## config.mk

```make
export PLATFORM = sky130hd
export DESIGN_NAME = logic_axi4_stream_packet_arbiter
export DESIGN_NICKNAME = d
export VERILOG_FILES = /design/src/rtl/logic_axi4_stream_packet_arbiter_pkg.sv /design/src/rtl/logic_round_robin_arbiter.sv /design/src/rtl/logic_axi4_stream_packet_arbiter.sv
export SDC_FILE = /design/constraint.sdc
export NUM_CORES = 1
export LEC_CHECK = 0
export BUFFER_PORTS_ARGS = -buffer_cell sky130_fd_sc_hd__buf_4
export CAP_MARGIN = 20
export CORE_MARGIN = 10
export CORE_UTILIZATION = 50
export DETAILED_ROUTE_END_ITERATION = 7
export PLACE_DENSITY = 0.83
export SYNTH_ARGS = -nofsm -noshare
export SYNTH_HDL_FRONTEND = slang
export SYNTH_HIERARCHICAL = 1
export SYNTH_SLANG_ARGS = --single-unit
```

## constraint.sdc

```tcl
create_clock -name aclk -period 3.9 [get_ports aclk]
set_clock_uncertainty 0.05 [all_clocks]
set_input_delay 0.39 -clock aclk [delete_from_list [all_inputs] [get_ports aclk]]
set_output_delay 0.39 -clock aclk [all_outputs]
set_load 0.01 [all_outputs]
```

## src/rtl/logic_axi4_stream_packet_arbiter_pkg.sv

```systemverilog
// Shared types and the round-robin pick function for the AXI4-Stream packet
// arbiter and its round-robin sub-module.
//   state_t  : arbiter FSM state (IDLE = free to pick, LOCKED = packet in flight)
//   rr_pick  : one-hot grant of the first set request at or above pointer, wrapping
package logic_axi4_stream_packet_arbiter_pkg;

  typedef enum logic [0:0] {IDLE = 1'b0, LOCKED = 1'b1} state_t;

  // rr_pick works on a fixed-width vector so it can live in a package;
  // callers zero-extend their request vector and slice the result.
  localparam int RR_MAX   = 32;
  localparam int RR_IDX_W = 5;

  function automatic logic [RR_MAX-1:0] rr_pick(
    input logic [RR_MAX-1:0]   req,
    input logic [RR_IDX_W-1:0] pointer,
    input int                  n
  );
    logic [RR_MAX-1:0]   grant;
    logic                found;
    logic [RR_IDX_W-1:0] idx;
    int                  j;
    grant = '0;
    found = 1'b0;
    for (int k = 0; k < RR_MAX; k++) begin
      if (k < n) begin
        j = int'(pointer) + k;
        if (j >= n) j = j - n;
        idx = RR_IDX_W'(j);
        if (!found && req[idx]) begin
          grant[idx] = 1'b1;
          found      = 1'b1;
        end
      end
    end
    return grant;
  endfunction

endpackage

```

## src/rtl/logic_round_robin_arbiter.sv

```systemverilog
// Combinational round-robin pick: first set req bit from pointer upward,
// wrapping N-1 -> 0. Grant is one-hot or zero; idx is its binary index
// (0 when nothing is requested).
//   req     in  N   request vector
//   pointer in  IW  search start index (must be < N)
//   grant   out N   one-hot grant
//   idx     out IW  encoded grant index
module logic_round_robin_arbiter
  import logic_axi4_stream_packet_arbiter_pkg::*;
#(
  parameter int N  = 2,
  parameter int IW = $clog2(N)
) (
  input  logic [N-1:0]  req,
  input  logic [IW-1:0] pointer,
  output logic [N-1:0]  grant,
  output logic [IW-1:0] idx
);

  logic [RR_MAX-1:0] pick;

  always_comb begin
    pick  = rr_pick(RR_MAX'(req), RR_IDX_W'(pointer), N);
    grant = pick[N-1:0];
    idx   = '0;
    // bits >= N are always zero; scanning the full width keeps the encoder simple
    for (int k = 0; k < RR_MAX; k++) begin
      if (pick[k]) idx = IW'(k);
    end
  end

endmodule

```

## src/rtl/logic_axi4_stream_packet_arbiter.sv

```systemverilog
// Round-robin AXI4-Stream packet arbiter: shares one sink between INPUTS
// requesters, holding the grant for a whole packet, with a registered output.
//   aclk, areset          clock, synchronous active-high reset
//   rx_tvalid/tready/tlast per-requester handshake and end-of-packet
//   rx_tdata              requester i payload at [i*WIDTH +: WIDTH]
//   tx_tvalid/tready/tlast registered output handshake
//   tx_tdata              registered payload
//   tx_tid                source index of the current output beat
module logic_axi4_stream_packet_arbiter
  import logic_axi4_stream_packet_arbiter_pkg::*;
#(
  parameter int INPUTS    = 2,
  parameter int WIDTH     = 8,
  parameter int USE_TLAST = 1,
  parameter int TID_WIDTH = $clog2(INPUTS)
) (
  input  logic                     aclk,
  input  logic                     areset,
  input  logic [INPUTS-1:0]        rx_tvalid,
  output logic [INPUTS-1:0]        rx_tready,
  input  logic [INPUTS-1:0]        rx_tlast,
  input  logic [INPUTS*WIDTH-1:0]  rx_tdata,
  output logic                     tx_tvalid,
  input  logic                     tx_tready,
  output logic                     tx_tlast,
  output logic [WIDTH-1:0]         tx_tdata,
  output logic [TID_WIDTH-1:0]     tx_tid
);

  localparam int PW = $clog2(INPUTS);

  state_t            state;
  logic [PW-1:0]     pointer;
  logic [PW-1:0]     owner;

  logic [INPUTS-1:0] arb_grant;
  logic [PW-1:0]     arb_idx;
  logic [INPUTS-1:0] grant;
  logic [PW-1:0]     sel;
  logic              load;
  logic              hs;
  logic              sel_last;
  logic              beat_last;
  logic [WIDTH-1:0]  sel_data;

  logic_round_robin_arbiter #(.N(INPUTS), .IW(PW)) u_rr (
    .req     (rx_tvalid),
    .pointer (pointer),
    .grant   (arb_grant),
    .idx     (arb_idx)
  );

  always_comb begin
    // output register can take a beat when empty or draining this cycle
    load = !tx_tvalid || tx_tready;
    sel  = (state == LOCKED) ? owner : arb_idx;
    // while locked the owner keeps the grant even if it stalls its tvalid
    for (int i = 0; i < INPUTS; i++) begin
      grant[i] = (state == LOCKED) ? (owner == PW'(i)) : arb_grant[i];
    end
    rx_tready = grant & {INPUTS{load}};
    hs        = |(rx_tready & rx_tvalid);
    sel_data  = '0;
    sel_last  = 1'b0;
    for (int i = 0; i < INPUTS; i++) begin
      if (sel == PW'(i)) begin
        sel_data = rx_tdata[i*WIDTH +: WIDTH];
        sel_last = rx_tlast[i];
      end
    end
    // without tlast every beat is its own packet
    beat_last = (USE_TLAST == 0) ? 1'b1 : sel_last;
  end

  always_ff @(posedge aclk) begin
    if (areset) begin
      state     <= IDLE;
      pointer   <= '0;
      owner     <= '0;
      tx_tvalid <= 1'b0;
      tx_tlast  <= 1'b0;
      tx_tdata  <= '0;
      tx_tid    <= '0;
    end else begin
      if (load) begin
        tx_tvalid <= hs;
        if (hs) begin
          tx_tdata <= sel_data;
          tx_tlast <= beat_last;
          tx_tid   <= TID_WIDTH'(sel);
        end
      end
      if (hs) begin
        if (beat_last) begin
          state   <= IDLE;
          pointer <= (sel == PW'(INPUTS-1)) ? '0 : sel + 1'b1;
        end else begin
          state <= LOCKED;
          owner <= sel;
        end
      end
    end
  end

endmodule

```

==> key figures <==
Outcome
  • Outcome: finished, final reports clean

Timing
  • WHS: 367.6 ps
  • Slew headroom: between 60% and 70%
  • Setup violations, final: 0
  • Max Clk Rate: roughly 0.54 GHz
  • Fin. Hold Viols: 0
  • Slew @ Worst Pin: 562.8 ps
  • Max-slew violation count: 0
  • Min cycle time layout: 1868 ps
  • Setup TNS: 0 ps
  • Unrepaired setup endpoints after global routing: false
  • Crit share post-route: between 40% and 50%

Worst hold path
  • Hold Crit Start: rx_tlast[1]
  • Tightest Hold Check Type: input port to flip-flop
  • Hold path depth: 4
  • Hold endpoint: owner$_SDFFE_PP0P_

Logic synthesis
  • Share of the synthesized area in the top cell type: 32.56%
  • Netlist Area Pre-Place: ~860 µm²
  • Syn_area_per_cell: about 11 µm²
  • Post-Syn Instances: 76
  • EDFF count, synth: 0
  • Cell variety after synth: 28
  • Post-synthesis sequential area ratio: 32.56%
  • Async set-reset flop share out of synthesis: 0%
  • Synth Warn #: 6
  • Synth area leader: dfxtp_1
  • Post-synthesis register bit count: 14
  • Synth area leaders: dfxtp_1 (33%), a211oi_2 (13%), mux2i_1 (13%), nor3_2 (12%), buf_4 (2.6%)
  • Post-Syn Nets: 99
  • Prevailing post-synth register cell: dfxtp_1

Layout
  • Total Nets Final: 135
  • Fill cells: 134
  • Final Util: 72.31%
  • Area delta synth->final: 30.96%
  • Fraction of layout cells with a size suffix above 1: 59.09%
  • N_diodes: 0
  • Non-Filler Instances: 126

Setup path
  • Crit. path cell count: 5
  • Worst-path fanout max: 12
  • Crit path cell chain: a21boi_0, nor2b_1, o211a_1, o21ai_1, a221oi_2
  • Worst R2R Setup Slack: 2030 ps
  • WP buf/inv: 0
  • FF-to-FF path depth: 5
  • Critical path class: flip-flop to flip-flop
  • Reg2reg end: owner$_SDFFE_PP0P_
  • Data required time of the critical path: between 4000 and 5000 ps
  • Delay-heaviest family, CP: compound AO/OA/AOI/OAI gates
  • Crit start category: flip-flop
  • Crit-path slowest cell: o211a_1
  • Critical Path Sink Type: flip-flop
  • CP Data Arrival Time: 2020 ps
  • Largest stage delay, worst path: 540 ps
  • Worst r2r src: pointer$_SDFFE_PP0P_

Clock tree
  • CTS Buf Count: 3
  • CTS tree: done
  • Clock Sinks: 14
  • Root Driver: clkbuf_4
  • Htree depth: 1
  • CTS max path bufs: 2
  • Clk slew on worst S/H paths: 80 ps
  • Post-CTS resize count: 0
  • Worst skew pair latency: 290 ps
  • Postcts setup bufs: 0
  • CTS Hold Bufs: 0

Routing
  • Remaining antenna violation count after routing: 0
  • Vias/cell: 5.667
  • Routed length per instance: 16.52 µm
  • First-pass iteration count of the detailed router: 2
  • Iteration-0 DRC Markers: 5
  • DRC Markers: 0
  • Vias: 714
  • Wirelength, routed: roughly 2100 µm

Floorplanning
  • Initial core utilization: between 50% and 60%
  • Die W: ~61 µm
  • Number of I/O pins: 36
  • Die Area: ~0.0038 mm²
  • Row cnt: 14
  • CORE AREA: between 0.0015 and 0.002 mm²
  • Die Height: 61.49 µm

Global route
  • Number of global-route vias before repair: 715
  • GRT met1 Usage: 11.86%
  • Grt met2 use: 17.86%
  • Met3 GRT Util: 5.761%
  • Initial antenna violation count: 0
  • Gr busiest metal: met2
  • Largest net degree at the start of global routing: 16
  • First-pass GRT wire length: about 3200 µm
  • GR Overflow Total: 0
  • GRT Overall Usage: 11.52%

Placement
  • Placed cell count: 123
  • GPL Wtd Cong: 0.7397
  • PortBufs: 35

Power
  • P per Cell Area: roughly 360 mW/mm²
  • VDD IR max: 0.0002582 V
  • Leakage: about 0.0005 µW

Job
  • Max-cap violations: 0
registers in the layout, indices dropped and copies added, names as in the netlist:
signal and cells:
owner 1, tx_tlast 1, pointer 1, tx_tvalid 1
tx_tid 1, tx_tdata 8, state 1
report_power, final:
group / switching [µW] / internal (µW)
Sequential: 12.8 / 160
Combinational: 72.1 / 79.8
Clock: 47.6 / 36.0
Total: 133 / 276
Yosys cell counts, drive strengths merged (2+ instances only):
library cell	count
nand2b	3
inv	2
mux2i	11
nand3	2
dfxtp	14
nor3b	2
nor3	10
o21ai	2
nor2b	2
a21boi	2
buf	4
a21oi	2
a211oi	9
metrics by stage:
step / area [µm²] / power (µW) / setup WS (ps)
global route: 1127 / 432.5 / 1906
floorplan: 860.8 / 275.5 / 2297
finish: 1127 / 408.5 / 2032
detailed placement: 1105 / 330.8 / 1841
CTS: 1127 / 415.6 / 2011
global placement: 1105 / 327.1 / 1931
area by class of cell:
| class | count | area (µm²) | share of cell area (%) |
|---|---|---|---|
| Clock buffer | 3 | 22.52 | 1.998 |
| Sequential cell | 14 | 280.3 | 24.86 |
| Inverter | 2 | 7.507 | 0.6659 |
| Timing Repair Buffer | 36 | 270.3 | 23.97 |
| Multi-Input combinational cell | 55 | 526.8 | 46.73 |
| Tap cell | 16 | 20.02 | 1.776 |
cells in the final DEF, fill, tap and decap left out:
master and count:
o211ai_2 1, nand2b_1 3, o211a_1 1, o21a_1 1
a21boi_1 1, a31oi_1 1, nor3b_2 1, a211oi_2 9
nor3_2 10, mux2_4 1, and2b_1 1, nand2_4 1
nor2b_1 2, and2_1 1, a21boi_0 1, and3_4 1
a221oi_2 1, nor3b_1 1, nand3_2 1, mux2i_1 11
clkbuf_4 3, nand3_1 1, inv_1 2, a21oi_1 2
buf_4 36, dfxtp_1 14, o21ai_1 2
worst min-delay path: stages:
cell,delay [ps]
buf_4,90
nor3b_1,40
o21ai_1,80
a221oi_2,60
cells by family (layout without fill, tap and decap cells):
group	Yosys count	in the layout	synth area share, %
mux	12	12	14.53
compound gates	20	20	23.11
buf+inv	7	41	6.250
simple gates	23	23	23.55
flops	14	14	32.56
worst max path at each step:
stage	from	endpoint	slack [ps]
floorplan	rx_tvalid[1]	tx_tdata[0]$_SDFFE_PP0P_	2300
global placement	rx_tvalid[0]	owner$_SDFFE_PP0P_	1930
detailed placement	rx_tvalid[0]	owner$_SDFFE_PP0P_	1840
CTS	pointer$_SDFFE_PP0P_	owner$_SDFFE_PP0P_	2010
global route	pointer$_SDFFE_PP0P_	owner$_SDFFE_PP0P_	1910
finish	pointer$_SDFFE_PP0P_	owner$_SDFFE_PP0P_	2030
metal layers:
| layer | vias up | wire, µm |
|---|---|---|
| li1 | 352 | - |
| met3 | 5 | 177 |
| met5 | - | 0 |
| met2 | 21 | 1005 |
| met1 | 336 | 842 |
| met4 | 0 | 55 |
Power figures use the tool's default switching activity.
